## config.mk

```make
export PLATFORM = sky130hd
export DESIGN_NAME = lpddr5_bank_timing_tracker
export DESIGN_NICKNAME = d
export VERILOG_FILES = /design/src/rtl/lpddr5_params.sv /design/src/rtl/lpddr5_bank_fsm.sv /design/src/rtl/lpddr5_bank_timing_tracker.sv
export SDC_FILE = /design/constraint.sdc
export NUM_CORES = 1
export LEC_CHECK = 0
export ABC_CLOCK_PERIOD_IN_PS = 2400
export CELL_PAD_IN_SITES_DETAIL_PLACEMENT = 0
export CELL_PAD_IN_SITES_GLOBAL_PLACEMENT = 1
export CORE_AREA = 2 2 277 279
export CTS_CLUSTER_SIZE = 14
export DETAILED_ROUTE_END_ITERATION = 12
export DIE_AREA = 0 0 279 281
export GPL_ROUTABILITY_DRIVEN = 0
export PLACE_DENSITY_LB_ADDON = 0.1
export SYNTH_ARGS = -nofsm -noshare
export SYNTH_HDL_FRONTEND = slang
export SYNTH_SLANG_ARGS = --single-unit
```

## constraint.sdc

```tcl
create_clock -name clk -period 2.4 [get_ports clk]
set_clock_uncertainty 0.05 [all_clocks]
set_input_delay 0.6 -clock clk [delete_from_list [all_inputs] [get_ports clk]]
set_output_delay 0.6 -clock clk [all_outputs]
set_load 0.01 [all_outputs]
```

## src/rtl/lpddr5_params.sv

```systemverilog
// Shared LPDDR5 controller types: command and bank-state encodings,
// default widths and the refresh debt ceiling.
package lpddr5_params;

   localparam int DEF_BANK_NUM  = 8;
   localparam int DEF_CNT_WIDTH = 8;
   localparam int BANK_IDX_W    = $clog2(DEF_BANK_NUM);
   localparam int REF_DEBT_MAX  = 8;

   typedef logic [DEF_CNT_WIDTH-1:0] bank_timer_t;

   typedef enum logic [2:0] {
      CMD_NOP = 3'd0,
      CMD_ACT = 3'd1,
      CMD_RD  = 3'd2,
      CMD_WR  = 3'd3,
      CMD_PRE = 3'd4,
      CMD_REF = 3'd5
   } dram_cmd_t;

   typedef enum logic [2:0] {
      BS_IDLE        = 3'd0,
      BS_ACTIVATING  = 3'd1,
      BS_ACTIVE      = 3'd2,
      BS_PRECHARGING = 3'd3,
      BS_REFRESHING  = 3'd4
   } bank_state_t;

endpackage

```

## src/rtl/lpddr5_bank_fsm.sv

```systemverilog
// One LPDDR5 bank: state, open row and rcd/ras/rc/rp/wr timers.
// Ports: do_* command strobes (already legal), rfc_done from top,
// row for ACT; act_ok/rdwr_ok/pre_ok/idle legality, open/open_row.
module lpddr5_bank_fsm
   import lpddr5_params::*;
#(
   parameter int ROW_WIDTH = 16,
   parameter int CNT_WIDTH = DEF_CNT_WIDTH,
   parameter int T_RCD     = 4,
   parameter int T_RAS     = 10,
   parameter int T_RC      = 14,
   parameter int T_RP      = 4,
   parameter int T_WR      = 4
) (
   input  logic                 clk,
   input  logic                 rst,
   input  logic                 do_act,
   input  logic                 do_wr,
   input  logic                 do_pre,
   input  logic                 do_ref,
   input  logic                 rfc_done,
   input  logic [ROW_WIDTH-1:0] row,
   output logic                 act_ok,
   output logic                 rdwr_ok,
   output logic                 pre_ok,
   output logic                 idle,
   output logic                 open,
   output logic [ROW_WIDTH-1:0] open_row
);

   localparam int CW = CNT_WIDTH;

   bank_state_t   state;
   logic [CW-1:0] rcd, ras, rc, rp, wr;

   function automatic logic [CW-1:0] dec(
      input logic [CW-1:0] t
   );
      return (t == '0) ? t : t - CW'(1);
   endfunction

   always_ff @(posedge clk) begin
      if (rst) begin
         state    <= BS_IDLE;
         rcd      <= '0;
         ras      <= '0;
         rc       <= '0;
         rp       <= '0;
         wr       <= '0;
         open     <= 1'b0;
         open_row <= '0;
      end else begin
         rcd <= dec(rcd);
         ras <= dec(ras);
         rc  <= dec(rc);
         rp  <= dec(rp);
         wr  <= dec(wr);
         // leave the waiting state on the edge where the
         // timer reaches 0, so the new state and the zero
         // timer become visible in the same cycle
         case (state)
            BS_ACTIVATING:
               if (rcd <= CW'(1)) state <= BS_ACTIVE;
            BS_PRECHARGING:
               if (rp <= CW'(1)) state <= BS_IDLE;
            BS_REFRESHING:
               if (rfc_done) state <= BS_IDLE;
            default: ;
         endcase
         if (do_act) begin
            state    <= (T_RCD <= 1) ? BS_ACTIVE
                                     : BS_ACTIVATING;
            rcd      <= CW'(T_RCD - 1);
            ras      <= CW'(T_RAS - 1);
            rc       <= CW'(T_RC - 1);
            open     <= 1'b1;
            open_row <= row;
         end
         if (do_wr) wr <= CW'(T_WR - 1);
         if (do_pre) begin
            state <= (T_RP <= 1) ? BS_IDLE
                                 : BS_PRECHARGING;
            rp    <= CW'(T_RP - 1);
            open  <= 1'b0;
         end
         if (do_ref) state <= BS_REFRESHING;
      end
   end

   assign idle    = (state == BS_IDLE) && (rp == '0);
   assign act_ok  = idle && (rc == '0);
   assign rdwr_ok = (state == BS_ACTIVE);
   assign pre_ok  = ((state == BS_ACTIVATING) ||
                     (state == BS_ACTIVE)) &&
                    (ras == '0) && (wr == '0);

endmodule

```

## src/rtl/lpddr5_bank_timing_tracker.sv

```systemverilog
// Per-bank LPDDR5 state/timing tracker with refresh scheduling.
// Ports: cmd_* observed command in; act_ok/rdwr_ok/pre_ok/ref_ok
// legality, bank_open/open_row, refresh_req, cmd_err out.
// Option LPDDR5_REF_POSTPONE_EN: refresh debt counter + refresh_urgent.
module lpddr5_bank_timing_tracker
   import lpddr5_params::*;
#(
   parameter int BANK_NUM  = DEF_BANK_NUM,
   parameter int ROW_WIDTH = 16,
   parameter int T_RCD     = 4,
   parameter int T_RAS     = 10,
   parameter int T_RC      = 14,
   parameter int T_RP      = 4,
   parameter int T_WR      = 4,
   parameter int T_RFC     = 20,
   parameter int T_REFI    = 100,
   parameter int CNT_WIDTH = DEF_CNT_WIDTH
) (
   input  logic                          clk,
   input  logic                          rst,
   input  logic                          cmd_valid,
   input  dram_cmd_t                     cmd,
   input  logic [$clog2(BANK_NUM)-1:0]   cmd_bank,
   input  logic [ROW_WIDTH-1:0]          cmd_row,
   output logic [BANK_NUM-1:0]           act_ok,
   output logic [BANK_NUM-1:0]           rdwr_ok,
   output logic [BANK_NUM-1:0]           pre_ok,
   output logic                          ref_ok,
   output logic [BANK_NUM-1:0]           bank_open,
   output logic [BANK_NUM*ROW_WIDTH-1:0] open_row,
   output logic                          refresh_req,
`ifdef LPDDR5_REF_POSTPONE_EN
   output logic                          refresh_urgent,
`endif
   output logic                          cmd_err
);

   localparam int BIW    = $clog2(BANK_NUM);
   localparam int CW     = CNT_WIDTH;
   localparam int REFI_W = $clog2(T_REFI + 1);

   logic                is_nop, is_act, is_rd;
   logic                is_wr, is_pre, is_ref;
   logic                cmd_legal;
   logic                go_act, go_wr, go_pre, do_ref;
   logic [BANK_NUM-1:0] idle;
   logic [CW-1:0]       rfc;
   logic                rfc_done;
   logic [REFI_W-1:0]   refi;
   logic                refi_wrap;

   always_comb begin
      is_nop = 1'b0;
      is_act = 1'b0;
      is_rd  = 1'b0;
      is_wr  = 1'b0;
      is_pre = 1'b0;
      is_ref = 1'b0;
      case (cmd)
         CMD_NOP: is_nop = 1'b1;
         CMD_ACT: is_act = 1'b1;
         CMD_RD:  is_rd  = 1'b1;
         CMD_WR:  is_wr  = 1'b1;
         CMD_PRE: is_pre = 1'b1;
         CMD_REF: is_ref = 1'b1;
         default: ;
      endcase
   end

   // undefined encodings leave every is_* low, so they
   // fall out as illegal
   assign cmd_legal =
      is_nop
      | (is_act & act_ok[cmd_bank])
      | ((is_rd | is_wr) & rdwr_ok[cmd_bank])
      | (is_pre & pre_ok[cmd_bank])
      | (is_ref & ref_ok);

   assign go_act = cmd_valid & is_act & act_ok[cmd_bank];
   assign go_wr  = cmd_valid & is_wr & rdwr_ok[cmd_bank];
   assign go_pre = cmd_valid & is_pre & pre_ok[cmd_bank];
   assign do_ref = cmd_valid & is_ref & ref_ok;

   assign ref_ok   = &idle;
   assign rfc_done = (rfc <= CW'(1));

   for (genvar b = 0; b < BANK_NUM; b++) begin : g_bank
      logic sel;
      assign sel = (cmd_bank == BIW'(b));

      lpddr5_bank_fsm #(
         .ROW_WIDTH (ROW_WIDTH),
         .CNT_WIDTH (CNT_WIDTH),
         .T_RCD     (T_RCD),
         .T_RAS     (T_RAS),
         .T_RC      (T_RC),
         .T_RP      (T_RP),
         .T_WR      (T_WR)
      ) u_bank (
         .clk      (clk),
         .rst      (rst),
         .do_act   (go_act & sel),
         .do_wr    (go_wr & sel),
         .do_pre   (go_pre & sel),
         .do_ref   (do_ref),
         .rfc_done (rfc_done),
         .row      (cmd_row),
         .act_ok   (act_ok[b]),
         .rdwr_ok  (rdwr_ok[b]),
         .pre_ok   (pre_ok[b]),
         .idle     (idle[b]),
         .open     (bank_open[b]),
         .open_row (open_row[b*ROW_WIDTH +: ROW_WIDTH])
      );
   end

   assign refi_wrap = (refi == REFI_W'(T_REFI - 1));

   always_ff @(posedge clk) begin
      if (rst) begin
         rfc     <= '0;
         refi    <= '0;
         cmd_err <= 1'b0;
      end else begin
         if (do_ref)
            rfc <= CW'(T_RFC - 1);
         else if (rfc != '0)
            rfc <= rfc - CW'(1);
         refi    <= refi_wrap ? '0 : refi + REFI_W'(1);
         cmd_err <= cmd_valid & ~cmd_legal;
      end
   end

`ifdef LPDDR5_REF_POSTPONE_EN
   logic [3:0] debt;

   always_ff @(posedge clk) begin
      if (rst) begin
         debt <= '0;
      end else begin
         // wrap and REF together cancel out
         case ({refi_wrap, do_ref})
            2'b10:
               if (debt != 4'(REF_DEBT_MAX))
                  debt <= debt + 4'd1;
            2'b01:
               if (debt != '0)
                  debt <= debt - 4'd1;
            default: ;
         endcase
      end
   end

   assign refresh_req    = (debt != '0);
   assign refresh_urgent = (debt >= 4'(REF_DEBT_MAX));
`else
   always_ff @(posedge clk) begin
      if (rst)
         refresh_req <= 1'b0;
      else if (refi_wrap)
         refresh_req <= 1'b1;
      else if (do_ref)
         refresh_req <= 1'b0;
   end
`endif

endmodule

```

* After elaboration in Yosys (flattened, before gate mapping)
Cells that the tools add are included.
Word-level totals: memories 0, word-level logic and storage cells 650, latch bits 0, ROM bits 0, register bits after elaboration 497, bits in writable memories 0, output and inout port bits 163, input port bits 25
Operators by class: equal/unequal tests 133, magnitude comparators 18, shift-type cells 0, reductions and logical operators 152, $mul 0, muxes and demuxes 145, bitwise logic cells 43, div/mod/pow operators 0, add/subtract/negate cells 42
Operators by type and width (count):
- subtractor 8 x 1 -> 8 bit (second input constant) | 41
- zero test 8 bit | 40
- <= comparator 8 x 1 -> 1 bit (second input constant) | 17
- 2-to-1 mux 4 bit | 32
- 2-to-1 mux 3 bit | 41
- 2-to-1 mux 2 bit | 48
- inequality test 5 x 2 -> 1 bit (second input constant) | 17
- inequality test 2 x 1 -> 1 bit (second input constant) | 40
- one-hot mux 3 bit (3 select lines) | 8
- inequality test 4 x 1 -> 1 bit (second input constant) | 17
- AND reduction 4 bit | 16
- == test 3 x 2 -> 1 bit (second input constant) | 20
- OR reduction 2 bit | 26
- nonzero test 6 bit | 8
- == test 3 bit (second input constant) | 14
- nonzero test 5 bit | 8
- AND 1 bit | 37
- inequality test 5 x 3 -> 1 bit (second input constant) | 7
- logical AND 1 bit | 32
- == test 3 x 1 -> 1 bit (second input constant) | 10
- zero test 3 bit | 10
- inequality test 4 x 2 -> 1 bit (second input constant) | 7
- 2-to-1 mux 1 bit | 11
- 2-to-1 mux 5 bit | 2
- other kinds (10) | 24

* Logic depth before layout (Yosys ltp)
Gate-level depths: netlist of the first run.
word-level depth 12, depth in mapped cells 10, mapped depth without buffers 8

* Hierarchy
From an unflattened synthesis of the first run, not the netlist that was laid out.
Unflattened totals: cell total of the unflattened synthesis 2524, area, all modules 22734.3 µm²
By module, submodules not included:
- lpddr5_bank_fsm | area each 2690.1 µm², cells an instance 296, sequential area each 1201.2 µm², times used 8
- lpddr5_bank_timing_tracker | area each 1213.7 µm², cells an instance 156, sequential area each 340.3 µm², times used 1

* Least setup slack after synthesis of the first run
Ideal clock, no wire load.
kind reg2reg, start reg g_bank[4].u_bank.rc[2], end reg g_bank[4].u_bank.open_row[10], data required time 2.218 ns, data arrival time 2.458 ns, cell stages (with the launch flop) 9, setup time 0.132 ns, buffers on the path 3, slack -0.240 ns, path through dfxtp_1 or4_1 or4b_1 buf_2 or4_1 clkbuf_1 buf_2 nand2_1 a21oi_1
On the way: cells in the longest elaborated chain, start to end 6
Ends and longest elaborated chain:
- start, declared | line lpddr5_bank_fsm.sv:34 | logic [CW-1:0] rcd, ras, rc, rp, wr;
- start signal, assigned | line lpddr5_bank_fsm.sv:55 | rc <= dec(rc);
- start signal, assigned | line lpddr5_bank_fsm.sv:75 | rc <= CW'(T_RC - 1);
- zero test 8 bit | line lpddr5_bank_fsm.sv:91 | assign act_ok = idle && (rc == '0);
- logical AND 1 bit | line lpddr5_bank_fsm.sv:91
- binary-select mux 1 bit (select 3 bit) | line lpddr5_bank_timing_tracker.sv:79 | assign go_act = cmd_valid & is_act & act_ok[cmd_bank];
- 2-to-1 mux 1 bit (not written as such) | line lpddr5_bank_timing_tracker.sv:79
- AND 1 bit | line lpddr5_bank_timing_tracker.sv:79
- AND 1 bit | line lpddr5_bank_timing_tracker.sv:102 | .do_act (go_act & sel),
- end signal, assigned | line lpddr5_bank_fsm.sv:77 | open_row <= row;
- end, declared | line lpddr5_bank_fsm.sv:28 | output logic [ROW_WIDTH-1:0] open_row
No other way between the ends. The select of a mux whose other input is x is not followed. A chain may end at the register's enable or synchronous reset.

* Worst setup path in the final report of the first run
start reg g_bank[1].u_bank.rp[4], end out ref_ok
On the way: cells in the longest elaborated chain, start to end 3
Ends and longest elaborated chain:
- start, declared | line lpddr5_bank_fsm.sv:34
- start signal, assigned | line lpddr5_bank_fsm.sv:56 | rp <= dec(rp);
- start signal, assigned | line lpddr5_bank_fsm.sv:83 | rp <= CW'(T_RP - 1);
- zero test 8 bit | line lpddr5_bank_fsm.sv:90 | assign idle = (state == BS_IDLE) && (rp == '0);
- logical AND 1 bit | line lpddr5_bank_fsm.sv:90
- AND reduction 8 bit | line lpddr5_bank_timing_tracker.sv:84 | assign ref_ok = &idle;
- end, declared | line lpddr5_bank_timing_tracker.sv:28 | output logic ref_ok,
No other way between the ends.

==> results of run 1 <==
per-stage QoR:
stage / utilization (%) / cells / setup TNS [ps]
6_report: 45.8 / 4445 / -32530
3_3_place_gp: 38.9 / 4258 / -216210
4_1_cts: 43.6 / 4416 / -37240
5_1_grt: 45.8 / 4444 / -50960
3_5_place_dp: 38.9 / 4258 / -224060
2_1_floorplan: - / 2689 / -3910
registers in the layout, summed over array words and instances, names as in the netlist:
name	flops
g_bank.u_bank.open_row	128
g_bank.u_bank.ras	64
g_bank.u_bank.rc	64
g_bank.u_bank.rcd	64
g_bank.u_bank.rp	64
g_bank.u_bank.wr	64
g_bank.u_bank.state	24
g_bank.u_bank.open	8
rfc	8
refi	7
cmd_err	1
refresh_req	1
metal layers:
layer  GRT usage [%]  wire length, um  up-vias
met5               0               21        -
li1                -                -    10500
met1            24.8            35400    10200
met2            32.4            36700      312
met4            5.07             1820        4
met3            2.98             3050      102
critical path: stages, from the launching register on:
cell	delay, ps
dfxtp_2	320
nor4_2	260
buf_4	150
nand4_1	210
buf_4	240
nor4_4	270
buf_4	170
and2_4	180
buf_6	110
cells by family after synthesis:
family	synth area share [%]
AND/OR/NAND/NOR	25.1
flip-flops	44.2
AO/OA/AOI/OAI	10.4
XOR/XNOR	9.66
buffers and inverters	4.89
adder cells (fa/ha/maj)	5.06
multiplexers	0.634
layout make-up:
class | count | area share, %
antenna | 1 | 0.00725
clock buffer | 92 | 5.04
timing repair buffer | 797 | 21.2
tap | 978 | 3.55
sequential | 497 | 29.0
clock inverter | 17 | 0.580
inverter | 112 | 1.23
multi-input combinational | 1951 | 39.4
path summary, 6_finish.rpt:
kind / slack, ps / cells after the start / start / endpoint
setup / recovery: -770 / 8 / g_bank[1].u_bank.rp[4]$_SDFFE_PP0P_ / ref_ok
hold reg to reg: 400 / 2 / g_bank[7].u_bank.open_row[1]$_SDFFE_PP0P_ / g_bank[7].u_bank.open_row[1]$_SDFFE_PP0P_
setup reg to reg: -320 / 10 / g_bank[2].u_bank.rc[3]$_SDFFE_PP0P_ / g_bank[2].u_bank.rcd[4]$_SDFFE_PP0P_
hold / removal: 180 / 2 / rst / g_bank[5].u_bank.rc[2]$_SDFFE_PP0P_
layout by cell type, fill, tap and decap left out, drive strengths merged, types with 16 or more instances in the layout:
cell type,count
clkdlybuf4s50,160
buf,630
o31ai,23
o21ai,34
nand3,70
nor4,76
inv,113
ha,91
or4,21
nor4b,27
or3,17
a21oi,289
xor2,81
nor3,100
nor2,341
nor3b,27
dfxtp,497
a211oi,16
clkbuf,97
nand2,428
nand2b,17
xnor2,167
repair_timing:
action	in CTS	in global routing
gates cloned	9	3
setup endpoints to repair	287	409
pin swaps	117	132
gates resized for setup	402	380
buffers inserted	45	35
power groups by stage:
stage	logic, mW	registers [mW]	clock network (mW)
after floorplan	12.3	12.6	0
after global placement	20.2	12.3	0
after detailed placement	20.6	12.4	0
after CTS	21.9	12.4	9.35
after global routing	25.6	12.9	9.67
final	23.0	12.5	9.04
==> summary.md, run 1 <==
| Metric | Value |
|---|---|
| IO buf count | `187` |
| Post-Syn Area | `22,500 sq um` |
| PD cells | `1290 nW/um^2` |
| Synth cell types | `71` |
| Worst vdd ir | `0.000710 V` |
| Post-CTS Hold Buffers | `0` |
| Antenna viol nets, final | `0` |
| Root Buffer | `clkbuf_16` |
| Routed WL | `76,900 um` |
| Synth top area share | `44.2%` |
| Max H-tree Level | `2` |
| FF+latch count, synth | `497` |
| Cells after synthesis | `2,689` |
| Main area contributors after synthesis | `dfxtp_1 (44%), nand2_1 (7.1%), xnor2_1 (6.5%), a21oi_1 (6.4%), nor2_1 (5.7%)` |
| Unrepaired setup endpoints after global routing | `true` |
| CP arrival | `2520 ps` |
| CTS tree | `yes` |
| Final Max Slew Viols | `0` |
| First-pass GRT wire length | `117,000 um` |
| I/O pin total | `188` |
| Setup crit start kind | `flop` |
| CP endpoint kind | `output pin` |
| DR iter-0 viols | `1,049` |
| Synth top cells by count | `dfxtp_1 (497), nand2_1 (428), nor2_1 (341)` |
| DR vias/cell | `4.76` |
| WL per Instance | `17.3 um` |
| Net Sw Frac | `37.8%` |
| Gr usage total | `19.0%` |
| Final nets | `3,534` |
| Clk buf depth | `3` |
| Hold Fails Final Rpt | `0` |
| Clock share of power | `20.3%` |
| Clk Latency, worst-skew pair | `630 ps` |
| Failing checks | `setup timing` |
| Slew margin rel. | `44.7%` |
| Height of the chip | `281 um` |
| Worst hold-check path type | `primary input to flop` |
| Syn-to-layout area delta | `53.5%` |
| Vias | `21,200` |
| Pre-CTS setup slack | `-856 ps` |
| Finished Cell Area | `34,500 sq um` |
| Int Power | `27.7 mW` |
| Final setup violation count | `198` |
| Final Power | `44.6 mW` |
| Die width | `279 um` |
| Required time worst endpoint | `1750 ps` |
| Max-cap violation count | `0` |
| Largest net degree at the start of global routing | `95` |
| Area leader, netlist | `dfxtp_1` |
| # rows | `101` |
| Initial Utilization | `29.8%` |
| Area of the multi-input gates | `13,600 sq um` |
| Worst hold slack | `184 ps` |
| Remaining Overflow, GRT | `0` |
| Count leader, synth | `dfxtp_1` |
| FF+latch area | `10,000 sq um` |
| Drt pass-1 iters | `5` |
| Vias in the first global route | `21,100` |
| FMAX | `315 MHz` |
| Synth Flop Type | `dfxtp_1` |
| Initial antenna violation count | `2` |
| Final HPWL DP | `54,700 um` |
| Post-synth EDFFs | `0` |
| Highest fanout seen on the critical path | `2` |
| # fillers | `7,266` |
| Flop pwr share | `28.1%` |
| Share of post-route cells with drive strength above 1 | `33.9%` |
| Period utilization | `132%` |
| Synth async-reset ratio | `0%` |
| Post-Synthesis Mean Instance Area | `8.36 sq um` |
| Clock Pin Slew Worst Setup and Hold Paths | `60 ps` |
| Static leakage | `13.9 nW` |
| Final setup margin | `-775 ps` |
| Sink Count | `497` |
| Register area share after synthesis | `44.2%` |
| Die area | `78,400 sq um` |
| Comb pwr share | `51.6%` |
| Status | `finished with violations` |
| DRC errors left | `0` |
| Num CTS Buffers | `59` |
| YS warnings | `0` |
| Core area | `75,400 sq um` |
| WS Path Type | `flop to output pin` |
| Sw Pwr | `16.9 mW` |
| Worst Max-Slew Pin Slew | `821 ps` |
| Fin crit period | `3170 ps` |
| Syn Nets | `2,805` |
| Area post-placement | `29,300 sq um` |
Power figures use the tool's default switching activity.
==> run 2, diff against run 1 <==
--- a/config.mk
+++ b/config.mk
@@ -8,12 +8,12 @@
 export ABC_CLOCK_PERIOD_IN_PS = 2400
 export CELL_PAD_IN_SITES_DETAIL_PLACEMENT = 0
 export CELL_PAD_IN_SITES_GLOBAL_PLACEMENT = 1
-export CORE_AREA = 2 2 277 279
+export CORE_AREA = 2 2 287 289
 export CTS_CLUSTER_SIZE = 14
 export DETAILED_ROUTE_END_ITERATION = 12
-export DIE_AREA = 0 0 279 281
+export DIE_AREA = 0 0 289 291
 export GPL_ROUTABILITY_DRIVEN = 0
-export PLACE_DENSITY_LB_ADDON = 0.1
+export PLACE_DENSITY = 0.6
 export SYNTH_ARGS = -nofsm -noshare
 export SYNTH_HDL_FRONTEND = slang
 export SYNTH_SLANG_ARGS = --single-unit
==> run 2 against run 1 <==
Compared with the run above: the flow still finishes with violations (setup timing); final cell count increased by 1.4%; via count increased by 0.67%; register-to-register slack about the same; routed wire length increased by 1.5%.
==> summary.md, run 2 (synthesized netlist as in run 1, its figures left out) <==
| Metric | Value |
|---|---|
| Status | `finished with violations` |
| Failing checks | `setup timing` |
| Initial antenna violation count | `0` |
| Core area | `81,200 sq um` |
| WL per Instance | `17.3 um` |
| Drt pass-1 iters | `6` |
| Largest register by flop count | `g_bank.u_bank.open_row` |
| Final Non-Filler Cells | `4,508` |
| First-pass GRT wire length | `117,000 um` |
| Setup tns final | `-30,720 ps` |
| Die width | `289 um` |
| Hold Fails Final Rpt | `0` |
| Pre-CTS setup slack | `-657 ps` |
| Worst Max-Slew Pin Slew | `649 ps` |
| Num CTS Buffers | `58` |
| CP Cell Sequence | `or4_4 > or4b_4 > nor4_4 > buf_2` |
| DR vias/cell | `4.73` |
| Die area | `84,100 sq um` |
| Placed cells | `4,337` |
| Flop pwr share | `28.1%` |
| Max FFs per register | `128` |
| Static leakage | `13.7 nW` |
| Vias | `21,300` |
| I/O pin total | `188` |
| CP endpoint kind | `output pin` |
| Most frequent cells in the layout | `buf_4 (498), dfxtp_1 (458), nand2_1 (337)` |
| Antenna viol nets, final | `0` |
| Final Power | `44.7 mW` |
| Worst hold-check path type | `flop to flop` |
| DRC errors left | `0` |
| Setup crit start kind | `flop` |
| Height of the chip | `291 um` |
| Worst Path Buf+Inv | `1` |
| Sink Count | `497` |
| Gr usage total | `17.6%` |
| Root Buffer | `clkbuf_16` |
| Crit-path max cell delay | `540 ps` |
| Sw Pwr | `16.9 mW` |
| Unrepaired setup endpoints after global routing | `true` |
| # fillers | `7,897` |
| WS Path Type | `flop to output pin` |
| Clk Latency, worst-skew pair | `630 ps` |
| Most common cell after layout, fill and taps aside | `buf_4` |
| IO buf count | `187` |
| Net Sw Frac | `37.7%` |
| Syn-to-layout area delta | `52.2%` |
| Vias in the first global route | `21,300` |
| Slew margin rel. | `56.6%` |
| Final setup violation count | `166` |
| Max H-tree Level | `2` |
| Worst hold slack | `403 ps` |
| Max-cap violation count | `0` |
| CP arrival | `2440 ps` |
| Highest fanout seen on the critical path | `2` |
| Final nets | `3,508` |
| Share of post-route cells with drive strength above 1 | `32.6%` |
| Int Power | `27.9 mW` |
| Largest delay share family, worst path | `simple AND/OR/NAND/NOR gates` |
| Comb pwr share | `51.1%` |
| Initial Utilization | `27.7%` |
| FMAX | `324 MHz` |
| Worst vdd ir | `0.000731 V` |
| Required time worst endpoint | `1750 ps` |
| Clock share of power | `20.9%` |
| Final setup margin | `-689 ps` |
| # rows | `105` |
| Clk buf depth | `3` |
| Period utilization | `129%` |
| Largest net degree at the start of global routing | `79` |
| Routed WL | `78,100 um` |
| PD cells | `1310 nW/um^2` |
| Remaining Overflow, GRT | `0` |
| Final Max Slew Viols | `0` |
| Clock Pin Slew Worst Setup and Hold Paths | `60 ps` |
| Post-CTS Hold Buffers | `0` |
| Crit-path slowest cell | `or4_4` |
| DR iter-0 viols | `1,166` |
| CTS tree | `yes` |
| Final HPWL DP | `55,300 um` |
| Fin crit period | `3090 ps` |
-- run 2: per-stage QoR --
| step | util [%] | instance area (sq um) |
|---|---|---|
| 2_1_floorplan | - | 22600 |
| 3_3_place_gp | 36.1 | 29300 |
| 3_5_place_dp | 36.1 | 29300 |
| 4_1_cts | 39.7 | 32200 |
| 5_1_grt | 42.2 | 34200 |
| 6_report | 42.2 | 34200 |
-- run 2: final cells by class --
cell class | count | area [sq um] | share of cell area (%)
tap | 1070 | 1340 | 3.91
multi-input combinational | 1951 | 13500 | 39.4
antenna | 1 | 2.50 | 0.00731
sequential | 497 | 10000 | 29.2
inverter | 112 | 425 | 1.24
clock buffer | 87 | 1750 | 5.12
clock inverter | 18 | 265 | 0.775
timing repair buffer | 772 | 6960 | 20.3
-- run 2: final timing paths --
| path | slack [ps] | end | depth (start not counted) | startpoint |
|---|---|---|---|---|
| worst max-delay path | -690 | pre_ok[5] | 4 | g_bank[5].u_bank.ras[5]$_SDFFE_PP0P_ |
| worst min-delay path | 400 | g_bank[3].u_bank.open_row[10]$_SDFFE_PP0P_ | 2 | g_bank[3].u_bank.open_row[10]$_SDFFE_PP0P_ |
| worst max register to register | -330 | g_bank[2].u_bank.ras[6]$_SDFFE_PP0P_ | 9 | g_bank[2].u_bank.rc[3]$_SDFFE_PP0P_ |
| worst min register to register | 400 | g_bank[3].u_bank.open_row[10]$_SDFFE_PP0P_ | 2 | g_bank[3].u_bank.open_row[10]$_SDFFE_PP0P_ |
-- run 2: what timing repair did --
| item | 4_1_cts | 5_1_grt |
|---|---|---|
| setup endpoints to repair | 300 | 325 |
| cloned | 1 | 13 |
| setup buffers | 30 | 29 |
| pin swaps | 50 | 179 |
| gates resized for setup | 275 | 416 |
-- run 2: per-layer routing --
| metal | up-vias | global-route usage (%) | share of wire, % |
|---|---|---|---|
| met3 | 99 | 3.80 | 5.8 |
| li1 | 10500 | - | - |
| met5 | - | 0 | 0 |
| met4 | 0 | 4.58 | 2.1 |
| met1 | 10300 | 22.7 | 44 |
| met2 | 445 | 29.6 | 48 |
-- run 2: worst min-delay path, cell delays in order, from the launching register on --
cell and delay, ps:
dfxtp_1 310, nand2_1 50, a21oi_1 50
-- run 2: power by group through the flow --
stage	Sequential, mW	Combinational, mW	Clock [mW]
2_1_floorplan	12.6	12.3	0
3_3_place_gp	12.3	19.7	0
3_5_place_dp	12.5	20.3	0
4_1_cts	12.5	21.5	9.61
5_1_grt	12.9	25.3	9.92
6_report	12.6	22.9	9.33
==> run 3, diff against run 2 <==
--- a/config.mk
+++ b/config.mk
@@ -6,6 +6,7 @@
 export NUM_CORES = 1
 export LEC_CHECK = 0
 export ABC_CLOCK_PERIOD_IN_PS = 2400
+export CAP_MARGIN = 5
 export CELL_PAD_IN_SITES_DETAIL_PLACEMENT = 0
 export CELL_PAD_IN_SITES_GLOBAL_PLACEMENT = 1
 export CORE_AREA = 2 2 287 289
==> results of run 3 <==
The final DEF is identical to that of run 2; final timing and power are the same.
